### src/rtl/weapons_array.sv
// Multi-channel weapons controller: per-channel ammo counter with capacity,
// fire-rate decrement, post-shot cooldown and timed reload.
module weapons_array #(
   parameter int NCH        = 4,
   parameter int AW         = 9,
   parameter int CDW        = 4,
   parameter int RELOAD_CYC = 8,
   parameter int SW         = (NCH > 1) ? $clog2(NCH) : 1
) (
   input  logic              clk,
   input  logic              rst,
   input  logic [3:0]        mode_selector,
   input  logic [SW-1:0]     sel,
   input  logic              fire,
   input  logic              load_max,
   input  logic [AW-1:0]     max_in,
   input  logic              reload_req,
   input  logic [AW-1:0]     reload_amt,
   input  logic [AW-1:0]     fire_rate,
   input  logic [CDW-1:0]    cooldown,
   output logic [NCH*AW-1:0] ammo,
   output logic [NCH-1:0]    busy,
   output logic              fired,
   output logic              error
);

   localparam int RCW = (RELOAD_CYC > 1) ? $clog2(RELOAD_CYC) : 1;
   localparam int TW  = (RCW > CDW) ? RCW : CDW;

   typedef enum logic [1:0] {IDLE = 2'd0, COOL = 2'd1, RELOAD = 2'd2} ch_state_e;

   logic [NCH-1:0] ready;
   logic           sel_ready;
   logic           fire_ok;
   logic           fired_reg;
   logic           error_reg;

   // An out-of-range sel matches no channel, so it can never be ready.
   always_comb begin
      sel_ready = 1'b0;
      for (int i = 0; i < NCH; i++) begin
         if (sel == SW'(i)) sel_ready = ready[i];
      end
   end

   assign fire_ok = fire && (mode_selector == 4'b0010) && !load_max && !reload_req && sel_ready;

   always_ff @(posedge clk or negedge rst) begin
      if (!rst) begin
         fired_reg <= 1'b0;
         error_reg <= 1'b0;
      end else begin
         fired_reg <= fire_ok;
         error_reg <= fire && !fire_ok;
      end
   end

   assign fired = fired_reg;
   assign error = error_reg;

   for (genvar gi = 0; gi < NCH; gi++) begin : g_ch
      ch_state_e     state_reg, state_next;
      logic [TW-1:0] timer_reg, timer_next;
      logic [AW-1:0] ammo_reg, ammo_next;
      logic [AW-1:0] cap_reg, cap_next;
      logic [AW-1:0] amt_reg, amt_next;
      logic [AW-1:0] cap_eff;
      logic [AW:0]   reload_sum;
      logic          hit, do_load, do_reload, do_fire;

      assign hit       = (sel == SW'(gi));
      assign do_load   = hit && load_max;
      assign do_reload = hit && reload_req && !load_max && (state_reg == IDLE);
      assign do_fire   = hit && fire_ok;

      always_ff @(posedge clk or negedge rst) begin
         if (!rst) begin
            state_reg <= IDLE;
            timer_reg <= '0;
            ammo_reg  <= '0;
            cap_reg   <= '0;
            amt_reg   <= '0;
         end else begin
            state_reg <= state_next;
            timer_reg <= timer_next;
            ammo_reg  <= ammo_next;
            cap_reg   <= cap_next;
            amt_reg   <= amt_next;
         end
      end

      always_comb begin
         state_next = state_reg;
         timer_next = timer_reg;
         ammo_next  = ammo_reg;
         cap_next   = cap_reg;
         amt_next   = amt_reg;
         // A reload finishing on the same edge as a load_max honours the new capacity.
         cap_eff    = do_load ? max_in : cap_reg;
         reload_sum = {1'b0, ammo_reg} + {1'b0, amt_reg};
         case (state_reg)
            IDLE: begin
               if (do_reload) begin
                  state_next = RELOAD;
                  timer_next = TW'(RELOAD_CYC - 1);
                  amt_next   = reload_amt;
               end else if (do_fire) begin
                  ammo_next = (ammo_reg > fire_rate) ? ammo_reg - fire_rate : '0;
                  if (cooldown != '0) begin
                     state_next = COOL;
                     timer_next = TW'(cooldown - CDW'(1));
                  end
               end
            end
            COOL: begin
               if (timer_reg == '0) state_next = IDLE;
               else                 timer_next = timer_reg - TW'(1);
            end
            RELOAD: begin
               if (timer_reg == '0) begin
                  state_next = IDLE;
                  ammo_next  = (reload_sum > {1'b0, cap_eff}) ? cap_eff : reload_sum[AW-1:0];
               end else begin
                  timer_next = timer_reg - TW'(1);
               end
            end
            default: state_next = IDLE;
         endcase
         if (do_load) begin
            cap_next = max_in;
            if (ammo_next > max_in) ammo_next = max_in;
         end
      end

      assign ready[gi]          = (state_reg == IDLE) && (ammo_reg != '0);
      assign busy[gi]           = (state_reg != IDLE);
      assign ammo[gi*AW +: AW]  = ammo_reg;
   end

endmodule

### config.mk
export PLATFORM = sky130hd
export DESIGN_NAME = weapons_array
export DESIGN_NICKNAME = d
export VERILOG_FILES = /design/src/rtl/weapons_array.sv
export SDC_FILE = /design/constraint.sdc
export NUM_CORES = 1
export LEC_CHECK = 0
export BUFFER_PORTS_ARGS = -buffer_cell sky130_fd_sc_hd__buf_4
export CAP_MARGIN = 20
export CORE_ASPECT_RATIO = 0.75
export CORE_UTILIZATION = 35
export CTS_CLUSTER_DIAMETER = 40
export DETAILED_ROUTE_END_ITERATION = 8
export PLACE_DENSITY_LB_ADDON = 0.2
export SYNTH_ARGS = -nofsm -noshare
export SYNTH_HDL_FRONTEND = slang
export SYNTH_SLANG_ARGS = --single-unit
### constraint.sdc
create_clock -name clk -period 6.8 [get_ports clk]
set_clock_uncertainty 0.1 [all_clocks]
set_input_delay 0.68 -clock clk [delete_from_list [all_inputs] [get_ports clk]]
set_output_delay 0.68 -clock clk [all_outputs]
set_load 0.01 [all_outputs]
==> flow_summary.yaml <==
clocking:
  postCtsSetupBuffers: 0
  hold_buffers: 0
  cts-root-buf: "clkbuf_16"
  htreeDepth: 4
  cts_buffers: 17
  clock_path_buffers: 2
  tritoncts: "built"
  path_clk_slew_ns: 0.06
  cts_resized: 0
  clock_sinks: 134
  clock_latency_ns: 0.45
timing:
  timing.fmax_mhz: 161
  rsz0062_at_grt: "no"
  hold_viol_final: 0
  min_period_ns: 6.20
  post-route-period-util_pct: 91.1
  tightest_slew_ns: 0.974
  setup_viol: 0
  relSlewSlack_pct: 34.9
  drv_slew: 0
  fin_tns_setup_ns: 0
  hold_ws_ns: 0.196
logic_synthesis:
  ys_warn_count: 0
  postSynth.asyncResetShare_pct: 100
  synth_cell_types: 77
  synth-edff-count: 0
  synth_seq_cells: 134
  syn_area_um2: 12100
  ys_seq_area_share_pct: 27.6
  ys.flop_type: "dfrtp_1"
  netlist_instances: 1434
  syn_avg_cell_area_um2: 8.47
  synthesis.nets: 1642
critical_path:
  crit_required_ns: 7.04
  path_class: "reg2reg"
  start_kind: "register"
  cp_max_fo: 9
  arrival_ns: 6.43
  crit_path_end_kind: "register"
die:
  start_util_pct: 35.9
  die_area_um2: 35500
  die_y_um: 163
  rows: 58
  die_x_um: 217
  coreArea_um2: 33800
  pin_count: 84
placed_design:
  dp.final_hpwl_um: 33000
  gp_congestion: 0.930
  portBuffers: 83
layout:
  syn2layout_area_growth_pct: 14.5
  drive_above_1_share_pct: 12.8
  seq_area_um2: 3350
  fin_util_pct: 41.1
  fillers: 3455
  final_net_count: 1719
  multi_input_area_um2: 8160
global_routing:
  grtUsageTotal_pct: 24.9
  grt_max_degree: 81
  grt_pass1_vias: 10700
  gr-total-overflow: 0
  grt_first_pass_wirelength_um: 65100
  antenna_found_initial: 4
route:
  ant_nets: 0
  drc: 0
  routedWlPerCell_um: 22.1
  via_count: 11300
  dr.pass1.iters: 7
  routed_wirelength_um: 43700
  drt-initial-drc-count: 901
  routed_via_density: 5.74
power_and_ir_drop:
  power.total_mw: 7.40
  ir_worst_vdd_mv: 0.460
  p_leak_nw: 6.63
  powerDensity_nw_per_um2: 532
worst_hold_path:
  hold_path.class: "in2async"
run_status:
  status: "complete, no violations"
run:
  drv_cap: 0
-- cells in the final DEF, fill, tap and decap left out, drive strengths merged, types with 10 or more instances in the layout --
cell type and n:
mux2 60, nor3 43, nand2 145, mux2i 30
clkbuf 19, nand3 43, dfrtp 134, a211oi 21
a22oi 14, and2 10, ha 158, o21ai 93
xnor2 41, nor2b 22, o21a 18, a31oi 12
o22ai 13, nand4 20, buf 94, o211ai 13
a21o 31, nor2 102, a21oi 105, inv 130
-- synthesized netlist by cell type, types with 6 or more instances --
| cell type | n | area, µm² |
|---|---|---|
| fa_1 | 8 | 160 |
| a31oi_1 | 11 | 68.8 |
| nor4_1 | 7 | 43.8 |
| nand2_1 | 145 | 544 |
| nand3_1 | 43 | 215 |
| o21a_1 | 18 | 135 |
| a21o_1 | 31 | 233 |
| nand4_1 | 19 | 119 |
| o31ai_1 | 8 | 60.1 |
| xnor2_1 | 41 | 359 |
| dfrtp_1 | 134 | 3350 |
| inv_1 | 129 | 484 |
| and2_1 | 9 | 56.3 |
| a211oi_1 | 19 | 143 |
| a211o_1 | 6 | 52.6 |
| o21ai_0 | 66 | 330 |
| o21ai_1 | 26 | 130 |
| o211ai_1 | 12 | 90.1 |
| a21oi_1 | 105 | 526 |
| and3_1 | 6 | 37.5 |
| nor3_1 | 43 | 215 |
| ha_1 | 158 | 1980 |
| o22ai_1 | 13 | 81.3 |
| nand2b_1 | 8 | 50.1 |
| xor2_1 | 8 | 70.1 |
| mux2i_1 | 30 | 300 |
| a22oi_1 | 14 | 105 |
| nor2b_1 | 22 | 138 |
| a41oi_1 | 7 | 61.3 |
| mux2_2 | 58 | 653 |
| nor2_1 | 102 | 383 |
| o21bai_1 | 7 | 52.6 |
| clkbuf_1 | 29 | 109 |
-- worst paths after layout --
path	start	endpoint	slack (ns)	depth (start not counted)
min reg2reg	g_ch[2].amt_reg[0]$_DFFE_PN0P_	g_ch[2].amt_reg[0]$_DFFE_PN0P_	0.39	2
max in group asynchronous	rst	g_ch[1].amt_reg[4]$_DFFE_PN0P_	5.10	2
max	g_ch[0].ammo_reg[1]$_DFF_PN0_	g_ch[0].ammo_reg[5]$_DFF_PN0_	0.60	23
max reg2reg	g_ch[0].ammo_reg[1]$_DFF_PN0_	g_ch[0].ammo_reg[5]$_DFF_PN0_	0.60	23
min in group clk	g_ch[2].amt_reg[0]$_DFFE_PN0P_	g_ch[2].amt_reg[0]$_DFFE_PN0P_	0.39	2
min	rst	g_ch[3].state_reg[1]$_DFFE_PN0P_	0.20	1
-- per-layer routing --
layer	track usage [%]	routed length, µm	share of wire [%]	vias to the layer above
li1	-	-	-	5381
met1	34.5	20500	47	5439
met2	35.7	17800	41	424
met3	8.12	4070	9.3	66
met4	9.15	1240	2.8	2
met5	0	9	0.021	-
-- where the power goes --
group | switching [mW] | internal (mW) | total [mW] | leakage [nW]
combinational | 2.89 | 2.07 | 4.97 | 4.66
clock | 0.374 | 0.661 | 1.04 | 0.314
sequential | 0.325 | 1.07 | 1.39 | 1.65
total | 3.59 | 3.80 | 7.40 | 6.63
-- logic make-up (layout without fill, tap and decap cells) --
group	Yosys count	in the layout	synth area share, %
and+or+nand+nor	434	434	16.9
AOI/OAI and AO/OA	395	395	21.1
adders and majority gates	166	166	17.6
buffers and inverters	166	253	5.22
DFF	134	134	27.6
muxes	90	90	8.10
xor gates and xnor gates	49	49	3.53
other	0	1	0
-- through the flow --
step | setup slack [ns] | instance area, µm² | cells
after floorplan | 1.28 | 12100 | 1434
after global placement | 0.532 | 13300 | 1941
after detailed placement | 0.378 | 13300 | 1941
after CTS | 0.608 | 13900 | 1970
after global routing | 0.336 | 13900 | 1972
final | 0.604 | 13900 | 1972
-- worst max-delay path: stages (launching register included) --
cell and delay [ns]:
dfrtp_1 0.51, ha_1 0.37, a211oi_2 0.22, nor2_1 0.10, or4_1 0.46, a31oi_2 0.30, xnor2_1 0.20, ha_1 0.29
a21o_1 0.18, a21oi_1 0.22, o211ai_1 0.13, o21ai_1 0.20, o211ai_2 0.34, mux2i_1 0.35, o211ai_1 0.15, ha_1 0.31
nor2b_1 0.13, o21a_1 0.16, o21a_1 0.16, o21ai_0 0.16, a21oi_1 0.09, o21bai_1 0.14, a21o_1 0.41, mux2_2 0.39
-- final cells by class --
cell class	instances	share of cell area, %
Clock inverter	10	1.29
Clock buffer	19	3.26
Inverter	130	3.51
Sequential cell	134	24.1
Antenna cell	1	0.0180
Multi-Input combinational cell	1134	58.7
Timing Repair Buffer	94	5.10
Tap cell	450	4.05
Power figures use the tool's default switching activity.
